[src/rtl/uart_rx.sv]
// Multi-word UART receiver: deserialises NUM_WORDS inverted, LSB-first packets
// from a 2-flop synchronised line and presents the reassembled beat on valid/ready.
module uart_rx #(
  parameter int CLOCKS_PER_PULSE = 4,
  parameter int BITS_PER_WORD    = 8,
  parameter int PACKET_SIZE      = BITS_PER_WORD + 5,
  parameter int W_OUT            = 24,
  localparam int NUM_WORDS       = W_OUT / BITS_PER_WORD
) (
  input  logic                                      clk,
  input  logic                                      rst,
  input  logic                                      rx,
  output logic [NUM_WORDS-1:0][BITS_PER_WORD-1:0]   m_data,
  output logic                                      m_valid,
  input  logic                                      m_ready,
  output logic                                      frame_err,
  output logic                                      overrun
);

  // Handshake: the beat in m_data transfers on any cycle where m_valid && m_ready;
  // m_data never changes while m_valid is high and no transfer occurs.

  localparam int CW    = (CLOCKS_PER_PULSE > 1) ? $clog2(CLOCKS_PER_PULSE) : 1;
  localparam int BW    = $clog2(PACKET_SIZE);
  localparam int WIW   = (NUM_WORDS > 1) ? $clog2(NUM_WORDS) : 1;
  localparam int NSTOP = PACKET_SIZE - BITS_PER_WORD - 1;

  localparam logic [CW-1:0]  HALF_LAST = CW'(CLOCKS_PER_PULSE / 2 - 1);
  localparam logic [CW-1:0]  FULL_LAST = CW'(CLOCKS_PER_PULSE - 1);
  localparam logic [BW-1:0]  BIT_LAST  = BW'(BITS_PER_WORD - 1);
  localparam logic [BW-1:0]  STOP_LAST = BW'(NSTOP - 1);
  localparam logic [WIW-1:0] WORD_LAST = WIW'(NUM_WORDS - 1);

  typedef enum logic [1:0] {S_IDLE, S_START, S_DATA, S_STOP} state_t;

  state_t                                   state_q, state_d;
  logic                                     rx_meta_q, rx_s_q;
  logic [CW-1:0]                            clk_cnt_q, clk_cnt_d;
  logic [BW-1:0]                            bit_cnt_q, bit_cnt_d;
  logic [WIW-1:0]                           word_idx_q, word_idx_d;
  logic [NUM_WORDS-1:0][BITS_PER_WORD-1:0]  asm_q, asm_d;
  logic [NUM_WORDS-1:0][BITS_PER_WORD-1:0]  m_data_q, m_data_d;
  logic                                     m_valid_q, m_valid_d;
  logic                                     frame_err_q, frame_err_d;
  logic                                     overrun_q, overrun_d;
  logic                                     beat_done;

  always_comb begin
    state_d     = state_q;
    clk_cnt_d   = clk_cnt_q;
    bit_cnt_d   = bit_cnt_q;
    word_idx_d  = word_idx_q;
    asm_d       = asm_q;
    m_data_d    = m_data_q;
    m_valid_d   = m_valid_q;
    frame_err_d = 1'b0;
    overrun_d   = 1'b0;
    beat_done   = 1'b0;

    if (m_valid_q && m_ready) m_valid_d = 1'b0;

    case (state_q)
      S_IDLE: begin
        if (!rx_s_q) begin
          state_d   = S_START;
          clk_cnt_d = '0;
        end
      end
      S_START: begin
        if (clk_cnt_q == HALF_LAST) begin
          clk_cnt_d = '0;
          if (rx_s_q) begin
            state_d = S_IDLE;
          end else begin
            state_d   = S_DATA;
            bit_cnt_d = '0;
          end
        end else begin
          clk_cnt_d = clk_cnt_q + 1'b1;
        end
      end
      S_DATA: begin
        if (clk_cnt_q == FULL_LAST) begin
          clk_cnt_d = '0;
          // Shift in from the top so LSB-first bits land in place after the last one.
          for (int w = 0; w < NUM_WORDS; w++) begin
            if (int'(word_idx_q) == w)
              asm_d[w] = {~rx_s_q, asm_q[w][BITS_PER_WORD-1:1]};
          end
          if (bit_cnt_q == BIT_LAST) begin
            state_d   = S_STOP;
            bit_cnt_d = '0;
          end else begin
            bit_cnt_d = bit_cnt_q + 1'b1;
          end
        end else begin
          clk_cnt_d = clk_cnt_q + 1'b1;
        end
      end
      S_STOP: begin
        if (clk_cnt_q == FULL_LAST) begin
          clk_cnt_d = '0;
          if (!rx_s_q) begin
            frame_err_d = 1'b1;
            word_idx_d  = '0;
            bit_cnt_d   = '0;
            state_d     = S_IDLE;
          end else if (bit_cnt_q == STOP_LAST) begin
            // Leave at the mid-point of the final stop bit so a zero-gap start is caught.
            bit_cnt_d = '0;
            state_d   = S_IDLE;
            if (word_idx_q == WORD_LAST) begin
              word_idx_d = '0;
              beat_done  = 1'b1;
            end else begin
              word_idx_d = word_idx_q + 1'b1;
            end
          end else begin
            bit_cnt_d = bit_cnt_q + 1'b1;
          end
        end else begin
          clk_cnt_d = clk_cnt_q + 1'b1;
        end
      end
      default: state_d = S_IDLE;
    endcase

    if (beat_done) begin
      if (!m_valid_q || m_ready) begin
        m_data_d  = asm_q;
        m_valid_d = 1'b1;
      end else begin
        overrun_d = 1'b1;
      end
    end
  end

  always_ff @(posedge clk) begin
    if (rst) begin
      rx_meta_q   <= 1'b1;
      rx_s_q      <= 1'b1;
      state_q     <= S_IDLE;
      clk_cnt_q   <= '0;
      bit_cnt_q   <= '0;
      word_idx_q  <= '0;
      asm_q       <= '0;
      m_data_q    <= '0;
      m_valid_q   <= 1'b0;
      frame_err_q <= 1'b0;
      overrun_q   <= 1'b0;
    end else begin
      rx_meta_q   <= rx;
      rx_s_q      <= rx_meta_q;
      state_q     <= state_d;
      clk_cnt_q   <= clk_cnt_d;
      bit_cnt_q   <= bit_cnt_d;
      word_idx_q  <= word_idx_d;
      asm_q       <= asm_d;
      m_data_q    <= m_data_d;
      m_valid_q   <= m_valid_d;
      frame_err_q <= frame_err_d;
      overrun_q   <= overrun_d;
    end
  end

  assign m_data    = m_data_q;
  assign m_valid   = m_valid_q;
  assign frame_err = frame_err_q;
  assign overrun   = overrun_q;

endmodule

[config.mk]
export PLATFORM = sky130hd
export DESIGN_NAME = uart_rx
export DESIGN_NICKNAME = d
export VERILOG_FILES = /design/src/rtl/uart_rx.sv
export SDC_FILE = /design/constraint.sdc
export NUM_CORES = 1
export LEC_CHECK = 0
export ABC_AREA = 1
export CORE_ASPECT_RATIO = 0.75
export CORE_UTILIZATION = 55
export DETAILED_ROUTE_END_ITERATION = 7
export DONT_BUFFER_PORTS = 1
export PLACE_DENSITY = 0.73
export SYNTH_ARGS = -nofsm -noshare
export SYNTH_HDL_FRONTEND = slang
export SYNTH_SLANG_ARGS = --single-unit
[constraint.sdc]
create_clock -name clk -period 1.9 [get_ports clk]
set_input_delay 0.285 -clock clk [delete_from_list [all_inputs] [get_ports clk]]
set_output_delay 0.285 -clock clk [all_outputs]
set_load 0.03 [all_outputs]
==> results of run 1 <==
-- routing by layer --
metal | routed length (µm) | share of wire (%) | vias to the layer above | track usage [%]
li1 | - | - | 1108 | -
met1 | 2270 | 49 | 898 | 25.4
met2 | 1950 | 42 | 53 | 29.3
met3 | 304 | 6.6 | 11 | 10.5
met4 | 99 | 2.1 | 0 | 8.67
met5 | 0 | 0 | - | 0
-- logic make-up (layout without fill, tap and decap cells) --
kind of cell | count (synthesis) | count (layout) | synth area share, %
compound gates | 45 | 45 | 8.71
fa+ha+maj | 4 | 4 | 1.92
buf+inv | 56 | 64 | 9.19
flops | 63 | 63 | 48.5
simple gates | 191 | 191 | 31.7
-- metrics by stage --
stage               hold WS (ns)  instance area (µm²)  instances  utilization, %
floorplan                  0.389                 2600        359               -
global placement           0.357                 2640        409            58.7
detailed placement         0.358                 2640        409            58.7
CTS                      0.00210                 2830        423            63.0
global route             0.00304                 2840        424            63.2
finish                    0.0201                 2840        424            63.2
-- state kept, by name (all words and copies together), names as in the netlist, named ones only --
name        flops
asm_q          24
bit_cnt_q       4
clk_cnt_q       2
frame_err       1
m_data         24
m_valid         1
overrun         1
rx_meta_q       1
rx_s_q          1
state_q         1
word_idx_q      2
-- synthesized netlist by cell type, drive strengths merged --
| cell | count | area (µm²) |
|---|---|---|
| nor2 | 105 | 452 |
| nand2 | 69 | 264 |
| dfxtp | 63 | 1260 |
| inv | 40 | 150 |
| o21ai | 29 | 145 |
| a21oi | 15 | 75.1 |
| nand3 | 10 | 50.1 |
| buf | 6 | 51.3 |
| clkbuf | 6 | 22.5 |
| clkinv | 4 | 15.0 |
| ha | 4 | 50.1 |
| nor3 | 3 | 26.3 |
| or2 | 2 | 12.5 |
| a31oi | 1 | 6.26 |
| nand3b | 1 | 7.51 |
| nand4 | 1 | 12.5 |
-- repair_timing --
item                                   CTS  global route
hold buffers                             1             1
endpoints found under the hold margin    2             3
buffers inserted                         0             0
-- critical path, cell delays in order, from the launching register on --
cell and delay (ns):
dfxtp_1 0.34, ha_1 0.21, nand2_2 0.14, nor2_1 0.09, nand2_1 0.22, clkinv_1 0.27
o21ai_0 0.24, a21oi_1 0.06
-- power by group through the flow --
stage / Clock, W / Combinational (W) / Sequential [W]
after global placement: 0 / 0.0000783 / 0.00138
after detailed placement: 0 / 0.0000800 / 0.00138
after global routing: 0.00119 / 0.000101 / 0.00135
after CTS: 0.00113 / 0.0000851 / 0.00135
after floorplan: 0 / 0.0000803 / 0.00137
final: 0.00110 / 0.0000898 / 0.00135
-- layout make-up --
type                    instances  area [µm²]  area share (%)
multi-input cells             240        1100            38.7
well taps                      57        71.3            2.51
clock inverters                 1        30.0            1.06
clock buffers                  12         155            5.46
inverters                      44         165            5.81
repair buffers                  7        57.6            2.03
flip-flops and latches         63        1260            44.4
-- worst min path at each step --
stage,cells past startpoint,slack [ns],end
after floorplan,1,0.39,rx_meta_q
after CTS,1,0.002,bit_cnt_q[1]
after global placement,1,0.36,flip-flop
after detailed placement,1,0.36,flip-flop
after global routing,1,0.003,bit_cnt_q[1]
final,1,0.02,bit_cnt_q[1]
==> flow_summary_export.csv, run 1 <==
group,metric,value,unit
synth,syn-cell-area,0.00260,mm²
sta,fin_skew,0.00353,ns
synth,synth.avg_cell_area,7.25,µm²
clock_tree,clk_root_buffer_cell,"clkbuf_8",
power,irDropWorstVdd,0.000556,V
power,p_seq_share,53.2,%
final_layout,fin_nets,373,
critical_path,cp-start-kind,"flip-flop",
critical_path,reg2reg_from,"clk_cnt_q[1]",
global_routing,grt_pass1_wl,7.35,mm
power,net-switching-power,0.000520,W
sta,relSlewSlack,76.3,%
clock_tree,clkLatencyLatePin,0.33,ns
placement,portBuffers,0,
clock_tree,cts_tree,"done",
critical_path,cp-endpoint,"asm_q[23]",
sta,setup_viol,0,
critical_path,reg2reg_slack,0.21,ns
global_routing,overflow,0,
floorplan,die_x,81.4,µm
final_layout,layout-drive-gt1-share,12.0,%
hold_path,hp-start,"rst",
critical_path,crit_arrival,1.90,ns
critical_path,end_kind,"flip-flop",
power,combPwrFrac,3.5,%
critical_path,r2r.worst_path.cells,7,
sta,tns,0,ns
outcome,status,"complete, no violations",
final_layout,final_cell_mix,"84 x nor2_1, 67 x nand2_1, 63 x dfxtp_1",
critical_path,crit_fanout,9,
floorplan,io_pins,31,
flow_run,drv_cap,0,
global_routing,grt_max_degree,36,
drt,drcViolationCount,0,
global_routing,antenna_found_initial,0,
sta,fmax,0.591,GHz
drt,antenna_left,0,
floorplan,start_util,57.9,%
drt,drtIter0Drc,77,
placement,gp_congestion,0.782,
floorplan,dieArea,0.00501,mm²
sta,min_period_over_period,89.0,%
sta,tightest_slew,0.355,ns
sta,period_minus_slack,1.69,ns
final_layout,n_antenna_cell,0,
power,pwr-share-clk,43.3,%
power,p_int,0.00202,W
power,p_per_area,894,mW/mm²
global_routing,grt_usage,20.3,%
final_layout,mostFrequentLayoutCell,"nor2_1",
sta,slew_viol_final,0,
critical_path,worstSetupStartpoint,"clk_cnt_q[1]",
clock_tree,numCtsBuffers,9,
power,p_sw_share,20.5,%
drt,avgViaCountPerCell,4.88,
floorplan,core-area,0.00449,mm²
synth,ys_ff_latch,63,
clock_tree,path_clk_slew,0.06,ns
floorplan,num_rows,21,
synth,ys_seq_area_share,48.5,%
critical_path,required,2.11,ns
final_layout,nFillCells,417,
drt,drt_wl_total,4.63,mm
clock_tree,clk_path_buf_depth,2,
drt,num_vias,2070,
global_routing,grt_pass1_vias,1675,
drt,drt-pass1-iter-count,4,
synth,yosys.cell_types.count,22,
clock_tree,cts_sinks,63,
placement,dp_hpwl,2.92,mm
synth,syn_nets,367,
drt,routedWlPerCell,10.9,µm
sta,hold_viol,0,
critical_path,worstSetupPathType,"flip-flop to flip-flop",
power,finalPower,0.00254,W
synth,syn_inst,359,
power,power_leakage,1.34,nW
synth,yosysWarnings,0,
floorplan,fp.dieH,61.6,µm
placement,dp_slack,0.248,ns
critical_path,r2r_end,"asm_q[23]",
hold_path,hp-class,"input pin to flip-flop",
sta,rsz0062_at_grt,"no",
clock_tree,post_cts_resized,0,
sta,fin_ws,0.209,ns
final_layout,area_growth,9.24,%
clock_tree,cts-htree-levels,3,
No activity file was read; power rests on OpenSTA's default activity.
==> inputs of run 2 (changes only) <==
Settings changed: PLACE_DENSITY 0.73 to 0.76, TNS_END_PERCENT set to 20.
==> flow_summary_export.csv, run 2 (same netlist as run 1, synthesis figures left out) <==
group,metric,value,unit
critical_path,path_cells,"ha_1 > nand2_2 > nor2_1 > nand2_1 > clkinv_1 > o21ai_0 > a21oi_1",
power,p_int,0.00182,W
sta,slew_viol_final,0,
critical_path,reg2reg_from,"clk_cnt_q[0]",
hold_path,hp-class,"input pin to flip-flop",
floorplan,core-area,0.00449,mm²
global_routing,grt_max_degree,44,
floorplan,die_x,81.4,µm
final_layout,mostFrequentLayoutCell,"nor2_1",
power,combPwrFrac,3.5,%
placement,dp_cells,408,
power,p_sw_share,21.8,%
global_routing,grt_pass1_wl,6.85,mm
final_layout,layout-drive-gt1-share,11.5,%
critical_path,crit_family,"simple AND/OR/NAND/NOR gates",
final_layout,final_cells,422,
power,p_seq_share,58.1,%
sta,fin_skew,0.00436,ns
final_layout,final_cell_mix,"84 x nor2_1, 67 x nand2_1, 63 x dfxtp_1",
clock_tree,post_cts_resized,0,
placement,dp_hpwl,2.97,mm
drt,avgViaCountPerCell,4.80,
drt,routedWlPerCell,10.5,µm
floorplan,num_rows,21,
clock_tree,path_clk_slew,0.06,ns
final_layout,n_antenna_cell,0,
sta,period_minus_slack,1.64,ns
critical_path,critPathMaxStageDelay,0.33,ns
sta,hold_viol,0,
clock_tree,cts_hold_buffers,0,
sta,rsz0062_at_grt,"no",
power,finalPower,0.00232,W
sta,tightest_slew,0.352,ns
clock_tree,cts_sinks,63,
floorplan,io_pins,31,
sta,tns,0,ns
final_layout,nFillCells,409,
sta,relSlewSlack,76.4,%
placement,dp_slack,0.288,ns
critical_path,path_buf_inv,1,
clock_tree,clk_path_buf_depth,2,
drt,drtIter0Drc,92,
clock_tree,cts-htree-levels,3,
power,pwr-share-clk,38.4,%
clock_tree,cts_tree,"done",
drt,drcViolationCount,0,
sta,fmax,0.611,GHz
final_layout,fin_nets,370,
drt,num_vias,2026,
final_layout,area_growth,7.12,%
clock_tree,post-cts-setup-buffer-count,0,
global_routing,antenna_found_initial,0,
floorplan,start_util,57.9,%
drt,drt_wl_total,4.44,mm
critical_path,required,2.10,ns
global_routing,grt_pass1_vias,1570,
power,p_per_area,834,mW/mm²
placement,portBuffers,0,
critical_path,worstSetupStartpoint,"clk_cnt_q[0]",
critical_path,cp-start-kind,"flip-flop",
critical_path,worstSetupPathType,"flip-flop to flip-flop",
power,net-switching-power,0.000506,W
global_routing,grt_usage,18.8,%
critical_path,crit_fanout,9,
sta,min_period_over_period,86.1,%
sta,fin_ws,0.265,ns
floorplan,fp.dieH,61.6,µm
critical_path,critPathSlowestCell,"dfxtp_1",
hold_path,hp-start,"rst",
clock_tree,clk_root_buffer_cell,"clkbuf_8",
clock_tree,clkLatencyLatePin,0.32,ns
flow_run,drv_cap,0,
floorplan,dieArea,0.00501,mm²
critical_path,crit_arrival,1.84,ns
power,irDropWorstVdd,0.000602,V
drt,drt-pass1-iter-count,4,
global_routing,overflow,0,
critical_path,end_kind,"flip-flop",
placement,gp_congestion,0.810,
outcome,status,"complete, no violations",
power,power_leakage,1.31,nW
clock_tree,numCtsBuffers,9,
drt,antenna_left,0,
sta,setup_viol,0,
## run 2: worst register-to-register path: stages (launching register included)
cell and delay [ns]:
dfxtp_1 0.33, ha_1 0.22, nand2_2 0.13, nor2_1 0.10, nand2_1 0.22, clkinv_1 0.26
o21ai_0 0.21, a21oi_1 0.06
## run 2: final cells by class
cell class	instances	area [µm²]	area share [%]
Sequential cell	63	1260	45.3
Inverter	44	165	5.93
Tap cell	57	71.3	2.56
Timing Repair Buffer	4	42.5	1.53
Multi-Input combinational cell	240	1100	39.5
Clock buffer	12	135	4.85
Clock inverter	2	10.0	0.359
## run 2: power by group through the flow
stage,combinational [W],sequential [W],clock (W)
after CTS,0.0000817,0.00135,0.000931
after detailed placement,0.0000814,0.00138,0
final,0.0000812,0.00135,0.000892
after floorplan,0.0000803,0.00137,0
after global placement,0.0000795,0.00138,0
after global routing,0.0000934,0.00135,0.000988
## run 2: through the flow
stage | instance area, µm² | util (%) | hold WS (ns)
2_1_floorplan | 2600 | - | 0.389
3_3_place_gp | 2640 | 58.8 | 0.356
3_5_place_dp | 2640 | 58.8 | 0.358
4_1_cts | 2790 | 62.0 | 0.00701
5_1_grt | 2790 | 62.0 | 0.00343
6_report | 2790 | 62.0 | 0.0276
## run 2: worst paths after layout
path	end	slack, ns	cells past startpoint
max	asm_q[15]	0.26	7
min	word_idx_q[1]	0.03	1
max reg2reg	asm_q[15]	0.26	7
min reg2reg	rx_s_q	0.41	1
## run 2: routing by layer
metal  vias to the layer above  GRT usage (%)  wire (µm)
li1                       1100              -          -
met1                       888           23.7       2190
met2                        34           27.7       1980
met3                         4           9.93        225
met4                         0           6.12         48
met5                         -              0          0
